==> src/rtl/seq_detect_param_pkg.sv <==
// seq_detect_param_pkg
// Shared definitions for the programmable symbol-sequence detector:
// default parameter values, the mode encoding, the power-up pattern
// generator and the derived-width helpers used by the top-level ports.
package seq_detect_param_pkg;

    localparam int DEF_SYM_W   = 2;
    localparam int DEF_PAT_LEN = 3;
    localparam int DEF_CNT_W   = 8;

    typedef enum logic {
        MODE_STRICT = 1'b0,
        MODE_REPEAT = 1'b1
    } mode_e;

    // Default pattern element i is i+1; the caller truncates to the symbol
    // width, which gives the wrap-around modulo 2^SYM_W.
    function automatic int default_sym(input int i);
        return i + 1;
    endfunction

    // Index width never drops below one bit, even for a single-entry pattern.
    function automatic int calc_idx_w(input int n);
        return (n > 1) ? $clog2(n) : 1;
    endfunction

    // Length field must be able to hold the value n itself.
    function automatic int calc_len_w(input int n);
        return $clog2(n + 1);
    endfunction

endpackage

==> src/rtl/seq_detect_param_sat.sv <==
// sat_counter
// Saturating up-counter with synchronous active-low reset.
// Ports:
//   clk   - rising-edge clock
//   rst_n - synchronous reset, active-low
//   clr   - synchronous clear, wins over inc
//   inc   - count one event (ignored once saturated)
//   cnt   - current count
//   sat   - count is all ones
module sat_counter #(
    parameter int W = 8
) (
    input  logic         clk,
    input  logic         rst_n,
    input  logic         clr,
    input  logic         inc,
    output logic [W-1:0] cnt,
    output logic         sat
);

    assign sat = &cnt;

    // Clear outranks increment so a clear issued alongside an event
    // still leaves the counter at zero.
    always_ff @(posedge clk) begin
        if (!rst_n) begin
            cnt <= '0;
        end else if (clr) begin
            cnt <= '0;
        end else if (inc && !sat) begin
            cnt <= cnt + W'(1);
        end
    end

endmodule

==> src/rtl/seq_detect_param.sv <==
// seq_detect_param
// Programmable symbol-sequence detector. Tracks how many elements of a
// runtime-programmed pattern have been seen (pos) and flags a match when the
// whole active length has been seen. Repeat mode lets each element repeat;
// strict mode does not. A saturating counter tallies matches.
// Ports:
//   clk, rst_n          - clock and synchronous active-low reset
//   in_valid, sym       - incoming symbol stream
//   mode_repeat         - 1 = repeat-tolerant, 0 = strict
//   cfg_we/idx/sym      - pattern entry write
//   cfg_len_we/cfg_len  - active pattern length write
//   clr_cnt             - clear the match counter
//   match               - level, high while the full pattern is held
//   match_pulse         - one cycle on entering the matched state
//   match_cnt, cnt_sat  - saturating match count and its saturation flag
module seq_detect_param
    import seq_detect_param_pkg::*;
#(
    parameter  int SYM_W   = DEF_SYM_W,
    parameter  int PAT_LEN = DEF_PAT_LEN,
    parameter  int CNT_W   = DEF_CNT_W,
    localparam int IDX_W   = calc_idx_w(PAT_LEN),
    localparam int LEN_W   = calc_len_w(PAT_LEN)
) (
    input  logic             clk,
    input  logic             rst_n,
    input  logic             in_valid,
    input  logic [SYM_W-1:0] sym,
    input  logic             mode_repeat,
    input  logic             cfg_we,
    input  logic [IDX_W-1:0] cfg_idx,
    input  logic [SYM_W-1:0] cfg_sym,
    input  logic             cfg_len_we,
    input  logic [LEN_W-1:0] cfg_len,
    input  logic             clr_cnt,
    output logic             match,
    output logic             match_pulse,
    output logic [CNT_W-1:0] match_cnt,
    output logic             cnt_sat
);

    logic [SYM_W-1:0] pat [PAT_LEN];
    logic [LEN_W-1:0] len;
    logic [LEN_W-1:0] pos;
    logic [LEN_W-1:0] pos_next;
    logic [SYM_W-1:0] pat_cur;
    logic [SYM_W-1:0] pat_prev;
    logic             idx_ok;
    logic             len_ok;
    logic             cfg_accept;
    logic             hit;

    // The index is widened by one bit so PAT_LEN itself is representable
    // when PAT_LEN is a power of two.
    assign idx_ok     = cfg_we && ({1'b0, cfg_idx} < (IDX_W + 1)'(PAT_LEN));
    assign len_ok     = cfg_len_we && (cfg_len != '0) && (cfg_len <= LEN_W'(PAT_LEN));
    assign cfg_accept = idx_ok || len_ok;

    // Select the element expected next and the one just matched without
    // ever indexing past the pattern array.
    always_comb begin
        pat_cur  = '0;
        pat_prev = '0;
        for (int i = 0; i < PAT_LEN; i++) begin
            if (pos == LEN_W'(i)) begin
                pat_cur = pat[i];
            end
            if (pos == LEN_W'(i + 1)) begin
                pat_prev = pat[i];
            end
        end
    end

    // Next-state: an accepted config write restarts the search and drops the
    // symbol presented with it. Otherwise advance, hold on a repeated element
    // (repeat mode only), restart on the first element, or fall back to zero.
    always_comb begin
        pos_next = pos;
        if (cfg_accept) begin
            pos_next = '0;
        end else if (in_valid) begin
            if ((pos < len) && (sym == pat_cur)) begin
                pos_next = pos + LEN_W'(1);
            end else if ((mode_e'(mode_repeat) == MODE_REPEAT) &&
                         (pos != '0) && (sym == pat_prev)) begin
                pos_next = pos;
            end else if (sym == pat[0]) begin
                pos_next = LEN_W'(1);
            end else begin
                pos_next = '0;
            end
        end
    end

    // A match event is an entry into the full state, never a stay in it.
    assign hit   = (pos_next == len) && (pos != len);
    assign match = (pos == len);

    // Position, pattern and length registers; reset restores the default
    // pattern and full length.
    always_ff @(posedge clk) begin
        if (!rst_n) begin
            pos         <= '0;
            len         <= LEN_W'(PAT_LEN);
            match_pulse <= 1'b0;
            for (int i = 0; i < PAT_LEN; i++) begin
                pat[i] <= SYM_W'(default_sym(i));
            end
        end else begin
            pos         <= pos_next;
            match_pulse <= hit;
            if (len_ok) begin
                len <= cfg_len;
            end
            for (int i = 0; i < PAT_LEN; i++) begin
                if (idx_ok && (cfg_idx == IDX_W'(i))) begin
                    pat[i] <= cfg_sym;
                end
            end
        end
    end

    sat_counter #(
        .W (CNT_W)
    ) u_cnt (
        .clk   (clk),
        .rst_n (rst_n),
        .clr   (clr_cnt),
        .inc   (hit),
        .cnt   (match_cnt),
        .sat   (cnt_sat)
    );

endmodule
==> config.mk <==
export PLATFORM = sky130hd
export DESIGN_NAME = seq_detect_param
export DESIGN_NICKNAME = d
export VERILOG_FILES = /design/src/rtl/seq_detect_param_pkg.sv /design/src/rtl/seq_detect_param_sat.sv /design/src/rtl/seq_detect_param.sv
export SDC_FILE = /design/constraint.sdc
export NUM_CORES = 1
export LEC_CHECK = 0
export ABC_AREA = 0
export BUFFER_PORTS_ARGS = -buffer_cell sky130_fd_sc_hd__clkbuf_2
export CORE_ASPECT_RATIO = 0.75
export CORE_MARGIN = 3
export CORE_UTILIZATION = 55
export CTS_CLUSTER_DIAMETER = 40
export DETAILED_ROUTE_END_ITERATION = 12
export GPL_TIMING_DRIVEN = 0
export PLACE_DENSITY = 0.88
export SLEW_MARGIN = 25
export SYNTH_ARGS = -nofsm -noshare
export SYNTH_HDL_FRONTEND = slang
export SYNTH_SLANG_ARGS = --single-unit
==> constraint.sdc <==
create_clock -name clk -period 4.35 [get_ports clk]
set_clock_uncertainty 0.15 [all_clocks]
set_input_delay 0.87 -clock clk [delete_from_list [all_inputs] [get_ports clk]]
set_output_delay 0.87 -clock clk [all_outputs]
set_load 0.02 [all_outputs]
# Yosys cells after proc, flatten, opt, wreduce, memory -nomap -nowiden
# Memories as Yosys holds them, arrays and structs flattened.
# Cells that the tools add are included.
dict set report word_totals {
  word_cells 68
  romBits 0
  mem_count 1
  latchBits 0
  input_bits 15
  ram_bits 6
  register_bits 13
}
# memory depth word_bits read_ports rd_clocked_by_memory_dff wr line_no
set mem_list {}
lappend mem_list {pat 3 2 3 0 3 seq_detect_param.sv:42} ;# logic [SYM_W-1:0] pat [PAT_LEN];
dict set report classes {
  multipliers 0
  n_eq_ne 11
  mux 24
  n_div 0
  order_cmp 3
  n_bitwise 4
  n_shift 0
  reduce_logical 19
  n_addsub 2
}
# operator n
set op_table {}
lappend op_table {{2-bit two-way mux} 13}
lappend op_table {{1-bit logical AND} 11}
lappend op_table {{1-bit two-way mux} 11}
lappend op_table {{2-bit equality test} 5}
lappend op_table {{8-bit by 1-bit adder with 8-bit output, second input constant} 1}
lappend op_table {{8-bit AND reduction} 1}
lappend op_table {{2-bit equality test, second input constant} 3}
lappend op_table {{2-bit by 1-bit equality test with 1-bit output, second input constant} 2}
lappend op_table {{2-bit logical NOT} 2}
lappend op_table {{2-bit nonzero test} 2}
lappend op_table {{1-bit bitwise OR} 3}
lappend op_table {{2-bit by 1-bit adder with 2-bit output, second input constant} 1}
lappend op_table {{2-bit less-or-equal comparator, second input constant} 1}
lappend op_table {{2-bit < comparator} 1}
lappend op_table {{2-bit < comparator, second input constant} 1}
lappend op_table {{2-bit inequality test} 1}
lappend op_table {{2-bit OR reduction} 1}
lappend op_table {{1-bit logical NOT} 1}
lappend op_table {{1-bit logical OR} 1}
lappend op_table {{1-bit NOT} 1}

# Longest topological paths before layout
# Gate-level depths: netlist of the first run.
dict set report depth {
  word_depth 13
  ltp_mapped 12
  depth_no_buf 11
}

# Modules after synthesis
# Synthesis of the first run repeated with hierarchy kept, for this count alone.
dict set report hier_totals {
  cells_unflattened 137
  area_unflattened_um2 1219.9
}
# module n_inst cells_per_inst area_per_inst_um2
set by_module_without_submodules {}
lappend by_module_without_submodules {seq_detect_param 1 87 797.0}
lappend by_module_without_submodules {sat_counter 1 50 422.9}

# Least setup slack after synthesis of the first run
# Ideal clock, no wire load.
dict set report synth_timing {
  kind {input-to-reg}
  startpoint {input port sym[1]}
  endpoint {register u_cnt.cnt[7]}
  n_path_buf 1
  setup_slack_ps 1059
  stages 10
  arrival_ps 3025
  setup_time_ps 116
  cell_sequence {buf_6 xor2_2 a2111oi_4 o221ai_2 mux2_4 a21o_1 a21oi_2 nor4b_4 a211oi_1 a41o_1}
}
dict set report synth_via {
  elab_chain_cells 9
}
# element line_no
set synth_lines {}
lappend synth_lines {{from (decl)} seq_detect_param.sv:28} ;# input logic [SYM_W-1:0] sym,
lappend synth_lines {{2-bit equality test (on tied branches)} {seq_detect_param.sv:87, seq_detect_param.sv:85}}
lappend synth_lines {{1-bit two-way mux or 1-bit logical AND (tied branches)} {seq_detect_param.sv:87, seq_detect_param.sv:85}}
lappend synth_lines {{2-bit two-way mux} seq_detect_param.sv:84} ;# end else if ((mode_e'(mode_repeat) == MODE_REPEAT) &&
lappend synth_lines {{2-bit two-way mux *} seq_detect_param.sv:82} ;# if ((pos < len) && (sym == pat_cur)) begin
lappend synth_lines {{2-bit two-way mux *} seq_detect_param.sv:81} ;# end else if (in_valid) begin
lappend synth_lines {{2-bit two-way mux *} seq_detect_param.sv:79} ;# if (cfg_accept) begin
lappend synth_lines {{2-bit equality test *} seq_detect_param.sv:96} ;# assign hit = (pos_next == len) && (pos != len);
lappend synth_lines {{1-bit logical AND *} seq_detect_param.sv:96}
lappend synth_lines {{1-bit logical AND *} seq_detect_param_sat.sv:30} ;# end else if (inc && !sat) begin
lappend synth_lines {{to (signal assigned)} seq_detect_param_sat.sv:31} ;# cnt <= cnt + W'(1);
lappend synth_lines {{to (decl)} seq_detect_param_sat.sv:17} ;# output logic [W-1:0] cnt,
# Every way passes the cells marked *; elsewhere a longest branch is shown, timed or not.
# A chain may end at the register's enable or synchronous reset.

# Worst setup path after layout of the first run
dict set report layout_timing {
  startpoint {register pos[1]}
  endpoint {register u_cnt.cnt[7]}
}
dict set report layout_via {
  elab_chain_cells 13
}
# element line_no
set layout_lines {}
lappend layout_lines {{from (decl)} seq_detect_param.sv:44} ;# logic [LEN_W-1:0] pos;
lappend layout_lines {{from (signal assigned)} seq_detect_param.sv:110} ;# pos <= pos_next;
lappend layout_lines {{2-bit by 1-bit equality test with 1-bit output} {seq_detect_param.sv:65, seq_detect_param.sv:68}}
lappend layout_lines {{2-bit two-way mux (3 in series)} seq_detect_param.sv:68} ;# if (pos == LEN_W'(i + 1)) begin
lappend layout_lines {{2-bit equality test} seq_detect_param.sv:85} ;# (pos != '0) && (sym == pat_prev)) begin
lappend layout_lines {{1-bit logical AND} seq_detect_param.sv:85}
lappend layout_lines {{2-bit two-way mux} seq_detect_param.sv:84}
lappend layout_lines {{2-bit two-way mux} seq_detect_param.sv:82}
lappend layout_lines {{2-bit two-way mux} seq_detect_param.sv:81}
lappend layout_lines {{2-bit two-way mux} seq_detect_param.sv:79}
lappend layout_lines {{2-bit equality test} seq_detect_param.sv:96}
lappend layout_lines {{1-bit logical AND *} seq_detect_param.sv:96}
lappend layout_lines {{1-bit logical AND *} seq_detect_param_sat.sv:30}
# Marks and branches as above.

==> results of run 1 <==
==> final cells by class <==
| type | instances | area share, % |
|---|---|---|
| tap | 34 | 2.62 |
| multi-input combinational | 126 | 56.7 |
| sequential | 19 | 27.2 |
| clock inverter | 1 | 0.463 |
| timing repair buffer | 24 | 7.41 |
| inverter | 10 | 2.31 |
| clock buffer | 3 | 1.39 |
| buffer | 5 | 1.93 |
==> cells in the mapped netlist (all sizes together) (4+ instances only) <==
| library cell | number |
|---|---|
| o21ai | 6 |
| nor2b | 6 |
| inv | 10 |
| a211oi | 4 |
| nand4 | 4 |
| nand2b | 6 |
| nor2 | 7 |
| edfxtp | 6 |
| and3 | 7 |
| ha | 7 |
| dfxtp | 13 |
| a21oi | 4 |
| nand3 | 7 |
| or2 | 5 |
| mux2i | 5 |
| xnor2 | 4 |
| buf | 4 |
| nand2 | 22 |
==> flip-flops by register name, summed over array words and instances, names as in the netlist <==
name / cells
pos: 2
u_cnt.cnt: 8
len: 2
pat: 6
match_pulse: 1
==> logic make-up after synthesis <==
| logic type | share of synthesized area [%] |
|---|---|
| and+or+nand+nor | 32.5 |
| AOI/OAI and AO/OA | 17.6 |
| DFF | 30.8 |
| buffers and inverters | 4.82 |
| adders and majority gates | 6.13 |
| muxes | 4.55 |
| xor gates and xnor gates | 3.59 |
==> how the worst min path moves through the flow <==
stage                                   start  cells after the start  slack (ps)                   endpoint
global route        u_cnt.cnt[6]$_SDFFE_PP0P_                      2         390  u_cnt.cnt[6]$_SDFFE_PP0P_
floorplan                 len[1]$_SDFFE_PN1P_                      2         330        len[1]$_SDFFE_PN1P_
finish              u_cnt.cnt[4]$_SDFFE_PP0P_                      2         360  u_cnt.cnt[4]$_SDFFE_PP0P_
detailed placement  u_cnt.cnt[4]$_SDFFE_PP0P_                      2         330  u_cnt.cnt[4]$_SDFFE_PP0P_
global placement    u_cnt.cnt[4]$_SDFFE_PP0P_                      2         310  u_cnt.cnt[4]$_SDFFE_PP0P_
CTS                 u_cnt.cnt[4]$_SDFFE_PP0P_                      2         350  u_cnt.cnt[4]$_SDFFE_PP0P_
==> metal layers <==
metal	up-vias	GRT usage, %	wire length, um
li1	638	-	-
met5	-	0	0
met3	4	2.91	166
met4	0	5.26	31
met1	576	27.3	1490
met2	38	31.6	1360
==> worst max-delay path: stages, from the launching register on <==
cell	delay (ps)
dfxtp_1	510
inv_1	120
ha_1	280
nor4bb_2	210
a2111oi_4	330
o221ai_2	230
mux2_4	340
a21o_1	180
a21oi_2	140
nor4b_4	460
a211oi_1	150
a41o_1	230
==> power breakdown <==
group          switching [W]  internal [W]  total (W)  leakage (nW)
clock              0.0000586     0.0000351  0.0000936        0.0139
sequential        0.00000793      0.000190   0.000198         0.164
combinational      0.0000395     0.0000330  0.0000726         0.522
total               0.000106      0.000258   0.000364         0.700
==> metrics by stage <==
| step | setup WS, ps | hold WS [ps] | area [um^2] | power (W) | instances |
|---|---|---|---|---|---|
| finish | 923 | 357 | 1620 | 0.000364 | 222 |
| detailed placement | 672 | 335 | 1590 | 0.000274 | 218 |
| global placement | 725 | 314 | 1590 | 0.000269 | 218 |
| floorplan | 1060 | 333 | 1430 | 0.000253 | 160 |
| CTS | 942 | 352 | 1620 | 0.000365 | 222 |
| global route | 709 | 392 | 1620 | 0.000384 | 222 |
==> cells in the final DEF, fill, tap and decap left out, types with 2 or more instances in the layout <==
cell type	Yosys	final
a21o_1	3	3
nand2b_1	6	6
xnor2_1	4	4
mux2i_1	5	5
nand2_1	22	22
nor2b_1	6	6
and3_1	6	6
o21ai_0	5	5
a21oi_1	3	3
nor2_1	7	7
edfxtp_1	6	6
inv_1	10	10
clkbuf_4	0	3
a211oi_1	3	3
nand4b_1	2	2
nand4_1	4	4
clkbuf_2	0	24
a41o_1	2	2
nand3b_1	3	3
ha_1	7	7
nor3b_1	2	2
nand3_1	7	7
or2_2	4	4
dfxtp_1	13	13
==> metrics.txt, run 1 <==
# TYPE chip_impl_metric gauge
chip_impl_info{name="status",value="complete, no violations"} 1
chip_impl_metric{name="io_pins",unit=""} 26
chip_impl_metric{name="filler_cell_count",unit=""} 194
chip_impl_info{name="critical_path.startpoint_type",value="flop"} 1
chip_impl_metric{name="antenna-diode-count",unit=""} 0
chip_impl_metric{name="netlist_area",unit="mm^2"} 0.00143
chip_impl_metric{name="register_area",unit="um^2"} 440
chip_impl_metric{name="die_w",unit="um"} 64.9
chip_impl_metric{name="antenna_violations_before_repair",unit=""} 0
chip_impl_metric{name="remaining_design_rule_violation_count",unit=""} 0
chip_impl_metric{name="synth-seq-cells",unit=""} 19
chip_impl_metric{name="die_height",unit="um"} 50.1
chip_impl_metric{name="fin_setup_tns",unit="ps"} 0
chip_impl_metric{name="power_density",unit="mW/mm^2"} 225
chip_impl_metric{name="number_of_global_route_vias_before_repair",unit=""} 1137
chip_impl_metric{name="total_count_of_max_transition_violations_in_the_final_report",unit=""} 0
chip_impl_metric{name="timing.final.crit_period",unit="ps"} 3430
chip_impl_metric{name="power.static_leakage",unit="nW"} 0.700
chip_impl_metric{name="post_synth_inst_count",unit=""} 160
chip_impl_info{name="setup_repair_after_global_routing_missed_its_margin",value="false"} 1
chip_impl_metric{name="floorplan.rows",unit=""} 15
chip_impl_metric{name="cts_inserted_buffers",unit=""} 3
chip_impl_info{name="hp-class",value="flop to flop"} 1
chip_impl_metric{name="crit_path_max_fanout",unit=""} 8
chip_impl_metric{name="detail-route-antenna-nets",unit=""} 0
chip_impl_metric{name="async_reset_ff_share",unit="%"} 0
chip_impl_info{name="synth.top_cells.by_area",value="dfxtp_1, edfxtp_1, ha_1"} 1
chip_impl_metric{name="worst-r2r-setup-slack",unit="ps"} 920
chip_impl_metric{name="critPathRequiredTime",unit="ps"} 4410
chip_impl_metric{name="post_route_cells_drive_above_1_share",unit="%"} 24.5
chip_impl_metric{name="cts.sinks",unit=""} 19
chip_impl_info{name="tritoncts",value="built"} 1
chip_impl_metric{name="synth_largest_type_area_fraction",unit="%"} 18.2
chip_impl_metric{name="route.vias.total",unit=""} 1256
chip_impl_metric{name="synthesis.area_per_instance",unit="um^2"} 8.93
chip_impl_metric{name="max-cap-violations",unit=""} 0
chip_impl_metric{name="setup_viol",unit=""} 0
chip_impl_info{name="timing.rr.start",value="pos[1]$_SDFF_PN0_"} 1
chip_impl_metric{name="clkLatencyLatePin",unit="ps"} 300
chip_impl_metric{name="cts_hold_repair.buffers",unit=""} 0
chip_impl_metric{name="synth.distinct_cells",unit=""} 52
chip_impl_metric{name="final-hold-violation-count",unit=""} 0
chip_impl_metric{name="finish.utilization",unit="%"} 68.0
chip_impl_metric{name="least_margin_pin_slew",unit="ps"} 503
chip_impl_metric{name="areaGrowthSynthToFinish",unit="%"} 13.5
chip_impl_metric{name="crit_arrival",unit="ps"} 3490
chip_impl_metric{name="dieArea",unit="mm^2"} 0.00325
chip_impl_metric{name="drt_pre_antenna_iters",unit=""} 4
chip_impl_info{name="worst_setup_path_startpoint",value="pos[1]$_SDFF_PN0_"} 1
chip_impl_info{name="cp-end-kind",value="flop"} 1
chip_impl_metric{name="multi_input_logic_area",unit="um^2"} 920
chip_impl_metric{name="ctsHtreeMaxLevel",unit=""} 1
chip_impl_metric{name="post_cts_setup_repair_bufs",unit=""} 0
chip_impl_metric{name="wire_per_inst",unit="um"} 13.8
chip_impl_info{name="synth_top_area_cell",value="dfxtp_1"} 1
chip_impl_metric{name="number_of_nets_in_the_final_layout",unit=""} 211
chip_impl_metric{name="edff_count_synth",unit=""} 6
chip_impl_metric{name="post_cts_resized",unit=""} 0
chip_impl_metric{name="global_placement_routability_congestion",unit=""} 0.836
chip_impl_metric{name="cts-root-to-sink-buffers",unit=""} 2
chip_impl_metric{name="grt_start_max_net_pins",unit=""} 13
chip_impl_metric{name="synth_seq_area_share",unit="%"} 30.8
chip_impl_metric{name="global_route_wire_length_before_repair",unit="um"} 5010
chip_impl_metric{name="grt_overflow_total",unit=""} 0
chip_impl_metric{name="achievable-frequency",unit="MHz"} 292
chip_impl_metric{name="1st_iter_drt_viols",unit=""} 91
chip_impl_metric{name="relSlewSlack",unit="%"} 66.3
chip_impl_metric{name="vdd_drop_max",unit="mV"} 0.190
chip_impl_metric{name="cts.reportedPaths.clkPinSlew",unit="ps"} 110
chip_impl_metric{name="core_area",unit="mm^2"} 0.00238
chip_impl_info{name="worst_setup_path_endpoint",value="u_cnt.cnt[7]$_SDFFE_PP0P_"} 1
chip_impl_metric{name="initial_core_util",unit="%"} 59.9
chip_impl_metric{name="yosys_warnings",unit=""} 0
chip_impl_metric{name="final_min_period_over_clock_period",unit="%"} 78.8
chip_impl_info{name="synth_ff_type",value="dfxtp_1"} 1
chip_impl_metric{name="avgViaCountPerCell",unit=""} 5.66
chip_impl_metric{name="reg2reg_depth",unit=""} 11
chip_impl_info{name="critPathKind",value="flop to flop"} 1
chip_impl_metric{name="syn_nets",unit=""} 182
chip_impl_metric{name="dpl.hpwl",unit="um"} 2480
chip_impl_metric{name="detail_route.wirelength",unit="um"} 3060
chip_impl_metric{name="grt_util_all_layers",unit="%"} 19.6
chip_impl_info{name="cts.root.buffer_cell",value="clkbuf_4"} 1
chip_impl_info{name="crit-reg2reg-capture",value="u_cnt.cnt[7]$_SDFFE_PP0P_"} 1
chip_impl_metric{name="placement.io_buffers",unit=""} 24
Power figures use the tool's default switching activity.
==> run 2: changes to the inputs <==
--- a/config.mk
+++ b/config.mk
@@ -5,15 +5,15 @@
 export SDC_FILE = /design/constraint.sdc
 export NUM_CORES = 1
 export LEC_CHECK = 0
-export ABC_AREA = 0
+export ABC_AREA = 1
 export BUFFER_PORTS_ARGS = -buffer_cell sky130_fd_sc_hd__clkbuf_2
 export CORE_ASPECT_RATIO = 0.75
 export CORE_MARGIN = 3
-export CORE_UTILIZATION = 55
+export CORE_UTILIZATION = 49
 export CTS_CLUSTER_DIAMETER = 40
 export DETAILED_ROUTE_END_ITERATION = 12
 export GPL_TIMING_DRIVEN = 0
-export PLACE_DENSITY = 0.88
+export PLACE_DENSITY = 0.84
 export SLEW_MARGIN = 25
 export SYNTH_ARGS = -nofsm -noshare
 export SYNTH_HDL_FRONTEND = slang
==> constraint.sdc (replaced) <==
create_clock -name clk -period 3.05 [get_ports clk]
set_clock_uncertainty 0.15 [all_clocks]
set_input_delay 0.61 -clock clk [delete_from_list [all_inputs] [get_ports clk]]
set_output_delay 0.61 -clock clk [all_outputs]
set_load 0.02 [all_outputs]
==> metrics.txt, run 2 <==
# TYPE chip_impl_metric gauge
chip_impl_metric{name="cts_hold_repair.buffers",unit=""} 0
chip_impl_metric{name="clkLatencyLatePin",unit="ps"} 300
chip_impl_metric{name="whs_path_depth",unit=""} 2
chip_impl_metric{name="post_synth_inst_count",unit=""} 189
chip_impl_metric{name="edff_count_synth",unit=""} 6
chip_impl_metric{name="cts.reportedPaths.clkPinSlew",unit="ps"} 110
chip_impl_info{name="synth_top_area_cell",value="dfxtp_1"} 1
chip_impl_metric{name="die_w",unit="um"} 65.6
chip_impl_metric{name="1st_iter_drt_viols",unit=""} 122
chip_impl_metric{name="syn_nets",unit=""} 211
chip_impl_metric{name="antenna_violations_before_repair",unit=""} 0
chip_impl_metric{name="die_height",unit="um"} 50.7
chip_impl_info{name="setup_repair_after_global_routing_missed_its_margin",value="false"} 1
chip_impl_metric{name="final_min_period_over_clock_period",unit="%"} 83.4
chip_impl_metric{name="grt_start_max_net_pins",unit=""} 13
chip_impl_metric{name="io_pins",unit=""} 26
chip_impl_info{name="layout_top_registers",value="u_cnt.cnt (8), pat (6)"} 1
chip_impl_metric{name="power.switching",unit="W"} 0.000157
chip_impl_info{name="most-common-layout-cells",value="nand2_1, inv_1, clkbuf_2"} 1
chip_impl_info{name="timing.hold.worst_endpoint",value="u_cnt.cnt[4]$_SDFFE_PP0P_"} 1
chip_impl_metric{name="seqPwrFrac",unit="%"} 54.2
chip_impl_info{name="hp-class",value="flop to flop"} 1
chip_impl_metric{name="detail-route-antenna-nets",unit=""} 0
chip_impl_metric{name="netSwitchingFraction",unit="%"} 30.3
chip_impl_metric{name="route.vias.total",unit=""} 1247
chip_impl_info{name="synthTopCellsByCount",value="nand2_1, inv_1, nand3_1"} 1
chip_impl_metric{name="avgViaCountPerCell",unit=""} 4.95
chip_impl_metric{name="fin_setup_tns",unit="ps"} 0
chip_impl_info{name="crit-reg2reg-capture",value="u_cnt.cnt[0]$_SDFFE_PP0P_"} 1
chip_impl_info{name="layout_commonest_cell",value="nand2_1"} 1
chip_impl_metric{name="worst-r2r-setup-slack",unit="ps"} 510
chip_impl_metric{name="synth_seq_area_share",unit="%"} 33.8
chip_impl_metric{name="remaining_design_rule_violation_count",unit=""} 0
chip_impl_metric{name="post_cts_resized",unit=""} 0
chip_impl_metric{name="async_reset_ff_share",unit="%"} 0
chip_impl_metric{name="detail_route.wirelength",unit="um"} 2700
chip_impl_metric{name="reg2reg_depth",unit=""} 18
chip_impl_info{name="timing.rr.start",value="pos[0]$_SDFF_PN0_"} 1
chip_impl_metric{name="vdd_drop_max",unit="mV"} 0.255
chip_impl_metric{name="relSlewSlack",unit="%"} 74.1
chip_impl_metric{name="cts.sinks",unit=""} 19
chip_impl_info{name="critical_path.startpoint_type",value="flop"} 1
chip_impl_metric{name="power.combinational.fraction",unit="%"} 20.8
chip_impl_metric{name="grt_util_all_layers",unit="%"} 18.8
chip_impl_info{name="status",value="complete, no violations"} 1
chip_impl_info{name="worstHoldStart",value="u_cnt.cnt[4]$_SDFFE_PP0P_"} 1
chip_impl_metric{name="yosys_warnings",unit=""} 0
chip_impl_metric{name="achievable-frequency",unit="MHz"} 393
chip_impl_metric{name="areaGrowthSynthToFinish",unit="%"} 15.2
chip_impl_metric{name="post_route_cells_drive_above_1_share",unit="%"} 22.5
chip_impl_metric{name="placement.io_buffers",unit=""} 25
chip_impl_metric{name="synth-seq-cells",unit=""} 19
chip_impl_info{name="tritoncts",value="built"} 1
chip_impl_metric{name="synth.distinct_cells",unit=""} 23
chip_impl_metric{name="synthesis.area_per_instance",unit="um^2"} 6.90
chip_impl_metric{name="grt_overflow_total",unit=""} 0
chip_impl_metric{name="global_route_wire_length_before_repair",unit="um"} 4730
chip_impl_metric{name="critPathRequiredTime",unit="ps"} 3110
chip_impl_metric{name="cts_inserted_buffers",unit=""} 3
chip_impl_metric{name="least_margin_pin_slew",unit="ps"} 385
chip_impl_metric{name="wire_per_inst",unit="um"} 10.7
chip_impl_metric{name="internal-power",unit="W"} 0.000360
chip_impl_metric{name="number_of_nets_in_the_final_layout",unit=""} 241
chip_impl_metric{name="netlist_area",unit="mm^2"} 0.00130
chip_impl_metric{name="ctsHtreeMaxLevel",unit=""} 1
chip_impl_metric{name="floorplan.rows",unit=""} 15
chip_impl_metric{name="antenna-diode-count",unit=""} 0
chip_impl_metric{name="dpl.hpwl",unit="um"} 2240
chip_impl_metric{name="timing.final.crit_period",unit="ps"} 2540
chip_impl_metric{name="drt_pre_antenna_iters",unit=""} 4
chip_impl_metric{name="synth_largest_type_area_fraction",unit="%"} 20.0
chip_impl_metric{name="cts-root-to-sink-buffers",unit=""} 2
chip_impl_metric{name="detailed_place.area",unit="mm^2"} 0.00147
chip_impl_metric{name="setup_viol",unit=""} 0
chip_impl_metric{name="power_density",unit="mW/mm^2"} 344
chip_impl_metric{name="number_of_global_route_vias_before_repair",unit=""} 1068
chip_impl_info{name="cp-end-kind",value="flop"} 1
chip_impl_metric{name="core_area",unit="mm^2"} 0.00242
chip_impl_info{name="post-synth-top-count-cell",value="nand2_1"} 1
chip_impl_metric{name="final_cell_area",unit="mm^2"} 0.00150
chip_impl_info{name="synth_ff_type",value="dfxtp_1"} 1
chip_impl_metric{name="final-hold-violation-count",unit=""} 0
chip_impl_metric{name="initial_core_util",unit="%"} 53.9
chip_impl_metric{name="largest_reg_flops",unit=""} 8
chip_impl_metric{name="total_count_of_max_transition_violations_in_the_final_report",unit=""} 0
chip_impl_metric{name="crit_arrival",unit="ps"} 2610
chip_impl_info{name="largest_register",value="u_cnt.cnt"} 1
chip_impl_info{name="cts.root.buffer_cell",value="clkbuf_4"} 1
chip_impl_info{name="synth.top_cells.by_area",value="dfxtp_1, edfxtp_1, nand2_1"} 1
chip_impl_metric{name="p_clk_share",unit="%"} 25.1
chip_impl_metric{name="crit_path_max_fanout",unit=""} 7
chip_impl_metric{name="power.static_leakage",unit="nW"} 0.747
chip_impl_metric{name="post_cts_setup_repair_bufs",unit=""} 0
chip_impl_info{name="critPathKind",value="flop to flop"} 1
chip_impl_metric{name="dieArea",unit="mm^2"} 0.00332
chip_impl_metric{name="max-cap-violations",unit=""} 0
chip_impl_metric{name="global_placement_routability_congestion",unit=""} 0.845
## run 2: changes by cell type after synthesis, sizes merged, moves of 6 or more
cell / before / now
nor2b: 6 / 0
and3: 7 / 0
a21oi: 4 / 10
nand2b: 6 / 0
nand3: 7 / 26
nor2: 7 / 25
nand2: 22 / 55
inv: 10 / 27
## run 2: routing by layer
metal	vias up	routed length, um	global-route usage [%]
met3	5	155	4.03
met4	0	61	8.28
met5	-	0	0
met1	537	1490	28.1
li1	675	-	-
met2	30	991	25.2
## run 2: stage by stage
stage          power (W)  cells  worst slack (ps)  utilization, %  hold slack [ps]
6_report        0.000517    252               505            62.0              374
3_3_place_gp    0.000389    248               627            60.8              352
4_1_cts         0.000522    252               542            62.0              375
3_5_place_dp    0.000392    248               564            60.8              359
2_1_floorplan   0.000362    189               864               -              320
5_1_grt         0.000549    252               252            62.0              380
## run 2: cells by family (layout without fill, tap and decap cells)
family	after synthesis	in the layout	synth area share, %
and+or+nand+nor	117	117	42.8
buffers and inverters	28	57	8.06
DFF	19	19	33.8
AOI/OAI and AO/OA	15	15	6.62
adders and majority gates	7	7	6.72
xor gates and xnor gates	3	3	2.02
## run 2: power by group through the flow
stage / registers, W / logic, W / clock network [W]
finish: 0.000280 / 0.000107 / 0.000130
global placement: 0.000285 / 0.000104 / 0
global route: 0.000282 / 0.000123 / 0.000145
detailed placement: 0.000286 / 0.000106 / 0
floorplan: 0.000284 / 0.0000786 / 0
CTS: 0.000280 / 0.000107 / 0.000136
## run 2: worst max-delay path by stage
| stage | from | endpoint | slack [ps] | cells past startpoint |
|---|---|---|---|---|
| 6_report | pos[0]$_SDFF_PN0_ | u_cnt.cnt[0]$_SDFFE_PP0P_ | 510 | 18 |
| 5_1_grt | pos[0]$_SDFF_PN0_ | u_cnt.cnt[6]$_SDFFE_PP0P_ | 250 | 19 |
| 4_1_cts | pos[0]$_SDFF_PN0_ | u_cnt.cnt[0]$_SDFFE_PP0P_ | 540 | 18 |
| 3_5_place_dp | pos[0]$_SDFF_PN0_ | u_cnt.cnt[0]$_SDFFE_PP0P_ | 560 | 18 |
| 3_3_place_gp | pos[1]$_SDFF_PN0_ | u_cnt.cnt[0]$_SDFFE_PP0P_ | 630 | 18 |
| 2_1_floorplan | pos[0]$_SDFF_PN0_ | u_cnt.cnt[0]$_SDFFE_PP0P_ | 860 | 18 |
## run 2: critical path, cell delays in order, from the launching register on
cell     delay, ps
dfxtp_1        390
inv_1          140
ha_1           310
inv_2          100
nand3_1         70
nand2_1        110
nand2_1         60
nand2_1         50
nand3_1         70
o21ai_0        160
nand3_1        110
nand2_2        100
nand2_2         70
nand2_1         70
nand2_1         80
nor2_4         190
nand3_1         90
nand2_1         90
nor2_2          40
## run 2: final cells by class
type	instances	area, um^2
fillers	243	920
inverters	28	105
repair buffers	25	125
clock inverters	1	7.51
clock buffers	3	22.5
well taps	34	42.5
multi-input cells	142	758
flip-flops and latches	19	440
==> run 3: changes to the inputs <==
==> constraint.sdc (replaced) <==
create_clock -name clk -period 2.2 [get_ports clk]
set_clock_uncertainty 0.15 [all_clocks]
set_input_delay 0.44 -clock clk [delete_from_list [all_inputs] [get_ports clk]]
set_output_delay 0.44 -clock clk [all_outputs]
set_load 0.02 [all_outputs]
==> metrics.txt, run 3 (same netlist as run 2, synthesis figures left out) <==
# TYPE chip_impl_metric gauge
chip_impl_info{name="cpMostUsedCell",value="nand2_2"} 1
chip_impl_metric{name="cts.reportedPaths.clkPinSlew",unit="ps"} 120
chip_impl_metric{name="timing.final.crit_period",unit="ps"} 2440
chip_impl_metric{name="stdcell_count",unit=""} 266
chip_impl_metric{name="ctsHtreeMaxLevel",unit=""} 1
chip_impl_metric{name="core_area",unit="mm^2"} 0.00242
chip_impl_metric{name="final_critical_path_setup_slack",unit="ps"} -240
chip_impl_metric{name="critical_path.n_buffers_inverters",unit=""} 3
chip_impl_metric{name="grt_util_all_layers",unit="%"} 21.0
chip_impl_metric{name="detail_route.wirelength",unit="um"} 3870
chip_impl_metric{name="path_depth",unit=""} 19
chip_impl_metric{name="die_w",unit="um"} 65.6
chip_impl_metric{name="number_of_global_route_vias_before_repair",unit=""} 1147
chip_impl_metric{name="netSwitchingFraction",unit="%"} 32.7
chip_impl_metric{name="vdd_drop_max",unit="mV"} 0.357
chip_impl_info{name="most-common-layout-cells",value="nand2_1, inv_1, clkbuf_2"} 1
chip_impl_metric{name="grt_start_max_net_pins",unit=""} 13
chip_impl_info{name="gr-max-usage-layer",value="met2"} 1
chip_impl_metric{name="dieArea",unit="mm^2"} 0.00332
chip_impl_metric{name="reg2reg_depth",unit=""} 19
chip_impl_metric{name="final-hold-violation-count",unit=""} 0
chip_impl_metric{name="internal-power",unit="W"} 0.000521
chip_impl_metric{name="global_route_wire_length_before_repair",unit="um"} 5260
chip_impl_info{name="layout_commonest_cell",value="nand2_1"} 1
chip_impl_metric{name="register_area",unit="um^2"} 457
chip_impl_metric{name="floorplan.rows",unit=""} 15
chip_impl_info{name="violations_in_the_final_reports",value="setup timing"} 1
chip_impl_metric{name="clkLatencyLatePin",unit="ps"} 300
chip_impl_metric{name="worst-r2r-setup-slack",unit="ps"} -240
chip_impl_info{name="layout_top_registers",value="u_cnt.cnt (8), pat (6)"} 1
chip_impl_metric{name="achievable-frequency",unit="MHz"} 410
chip_impl_metric{name="largest_reg_flops",unit=""} 8
chip_impl_metric{name="io_pins",unit=""} 26
chip_impl_info{name="crit_path_max_delay_family",value="simple AND/OR/NAND/NOR gates"} 1
chip_impl_metric{name="dpl.hpwl",unit="um"} 2240
chip_impl_metric{name="groute.layer.met1.usage",unit="%"} 29.5
chip_impl_info{name="critPathKind",value="flop to flop"} 1
chip_impl_metric{name="hold_slack",unit="ps"} 221
chip_impl_metric{name="power_density",unit="mW/mm^2"} 428
chip_impl_metric{name="slowest_delay",unit="ps"} 390
chip_impl_metric{name="avgViaCountPerCell",unit=""} 5.48
chip_impl_metric{name="route.vias.total",unit=""} 1459
chip_impl_metric{name="fin_setup_tns",unit="ps"} -1780
chip_impl_info{name="critical-path-slowest-cell",value="dfxtp_4"} 1
chip_impl_metric{name="remaining_design_rule_violation_count",unit=""} 0
chip_impl_metric{name="power.combinational.fraction",unit="%"} 26.1
chip_impl_metric{name="multi_input_logic_area",unit="um^2"} 932
chip_impl_metric{name="placement.io_buffers",unit=""} 25
chip_impl_metric{name="least_margin_pin_slew",unit="ps"} 567
chip_impl_metric{name="areaGrowthSynthToFinish",unit="%"} 38.9
chip_impl_info{name="tritoncts",value="built"} 1
chip_impl_metric{name="filler_cell_count",unit=""} 175
chip_impl_metric{name="post_route_cells_drive_above_1_share",unit="%"} 46.1
chip_impl_metric{name="relSlewSlack",unit="%"} 62.1
chip_impl_metric{name="final_min_period_over_clock_period",unit="%"} 111
chip_impl_info{name="worst_setup_path_startpoint",value="pos[0]$_SDFF_PN0_"} 1
chip_impl_metric{name="die_height",unit="um"} 50.7
chip_impl_info{name="crit-reg2reg-capture",value="u_cnt.cnt[5]$_SDFFE_PP0P_"} 1
chip_impl_info{name="hp-class",value="primary input to flop"} 1
chip_impl_metric{name="seqPwrFrac",unit="%"} 50.3
chip_impl_metric{name="met2_track_demand_over_resource_in_global_routing",unit="%"} 29.6
chip_impl_metric{name="critPathRequiredTime",unit="ps"} 2270
chip_impl_info{name="cp-end-kind",value="flop"} 1
chip_impl_info{name="worst_setup_path_endpoint",value="u_cnt.cnt[5]$_SDFFE_PP0P_"} 1
chip_impl_metric{name="cts_inserted_buffers",unit=""} 3
chip_impl_metric{name="cts.sinks",unit=""} 19
chip_impl_metric{name="grt_overflow_total",unit=""} 0
chip_impl_info{name="cts.root.buffer_cell",value="clkbuf_4"} 1
chip_impl_metric{name="global_placement_routability_congestion",unit=""} 0.845
chip_impl_metric{name="max-cap-violations",unit=""} 0
chip_impl_info{name="critical_path.startpoint_type",value="flop"} 1
chip_impl_metric{name="dpl.cell_count",unit=""} 248
chip_impl_metric{name="antenna-diode-count",unit=""} 0
chip_impl_metric{name="total_count_of_max_transition_violations_in_the_final_report",unit=""} 0
chip_impl_metric{name="crit_path_max_fanout",unit=""} 7
chip_impl_info{name="largest_register",value="u_cnt.cnt"} 1
chip_impl_metric{name="cts_hold_repair.buffers",unit=""} 0
chip_impl_metric{name="setup_viol",unit=""} 9
chip_impl_metric{name="antenna_violations_before_repair",unit=""} 0
chip_impl_metric{name="number_of_nets_in_the_final_layout",unit=""} 255
chip_impl_info{name="timing.rr.start",value="pos[0]$_SDFF_PN0_"} 1
chip_impl_metric{name="drt_pre_antenna_iters",unit=""} 4
chip_impl_info{name="setup_repair_after_global_routing_missed_its_margin",value="true"} 1
chip_impl_metric{name="power.switching",unit="W"} 0.000254
chip_impl_metric{name="detail-route-antenna-nets",unit=""} 0
chip_impl_metric{name="cts-root-to-sink-buffers",unit=""} 2
chip_impl_metric{name="crit_arrival",unit="ps"} 2500
chip_impl_info{name="status",value="finished, violations left"} 1
chip_impl_metric{name="initial_core_util",unit="%"} 53.9
chip_impl_metric{name="1st_iter_drt_viols",unit=""} 153
chip_impl_metric{name="globalRouteMet3Util",unit="%"} 5.37
chip_impl_metric{name="p_clk_share",unit="%"} 23.6
chip_impl_info{name="path_cells",value="inv_6 > ha_4 > inv_4 > nand3b_1 > nand3_2 > nand2_2 > nand2_2 > nor2_4 > nand3_1 > nand2_1 > inv_1 > nand2_2 > nand2_2 > nand2_2 > nand2_2 > nor2_4 > nand3_2 > nand2_1 > nor2_1"} 1
chip_impl_metric{name="power.static_leakage",unit="nW"} 0.853
chip_impl_metric{name="wire_per_inst",unit="um"} 14.5
==> run 3: per-stage QoR <==
stage | worst slack (ps) | power [W] | cell area [um^2] | util [%]
floorplan | 14.4 | 0.000502 | 1300 | -
global placement | -223 | 0.000539 | 1470 | 60.8
detailed placement | -286 | 0.000543 | 1470 | 60.8
CTS | -71.6 | 0.000742 | 1630 | 67.4
global route | -399 | 0.000816 | 1810 | 74.8
finish | -240 | 0.000775 | 1810 | 74.8
==> run 3: timing repair <==
item / in CTS / in global routing
setup buffers: 5 / 9
gates resized for setup: 31 / 31
pin swaps: 6 / 18
setup endpoints to repair: 10 / 10
==> run 3: worst register-to-register path: stages (launching register included) <==
cell	delay [ps]
dfxtp_4	390
inv_6	80
ha_4	200
inv_4	50
nand3b_1	110
nand3_2	110
nand2_2	80
nand2_2	60
nor2_4	120
nand3_1	100
nand2_1	90
inv_1	50
nand2_2	80
nand2_2	90
nand2_2	80
nand2_2	60
nor2_4	220
nand3_2	110
nand2_1	100
nor2_1	40
==> run 3: cell type report <==
cell class / instances / share of cell area (%)
timing repair buffer: 39 / 12.9
clock inverter: 1 / 0.415
sequential: 19 / 25.2
multi-input combinational: 142 / 51.5
tap: 34 / 2.35
inverter: 28 / 6.43
clock buffer: 3 / 1.24
==> run 3: worst min path at each step <==
| stage | from | to | cells after the start |
|---|---|---|---|
| 2_1_floorplan | len[1]$_SDFFE_PN1P_ | len[1]$_SDFFE_PN1P_ | 2 |
| 3_3_place_gp | len[1]$_SDFFE_PN1P_ | len[1]$_SDFFE_PN1P_ | 2 |
| 3_5_place_dp | u_cnt.cnt[4]$_SDFFE_PP0P_ | u_cnt.cnt[4]$_SDFFE_PP0P_ | 2 |
| 4_1_cts | rst_n | len[0]$_SDFFE_PN1P_ | 2 |
| 5_1_grt | rst_n | len[0]$_SDFFE_PN1P_ | 2 |
| 6_report | rst_n | len[0]$_SDFFE_PN1P_ | 2 |
==> run 3: metal layers <==
metal  routed length (um)  share of wire (%)
met3                  286                7.4
met4                  121                3.1
met5                    0                  0
met2                 1750                 45
met1                 1710                 44
==> run 3: power by group through the flow <==
stage	Clock, W	Combinational [W]	Sequential [W]
after floorplan	0	0.000109	0.000393
after global placement	0	0.000144	0.000395
after detailed placement	0	0.000147	0.000396
after CTS	0.000188	0.000166	0.000388
after global routing	0.000201	0.000224	0.000391
final	0.000183	0.000202	0.000390
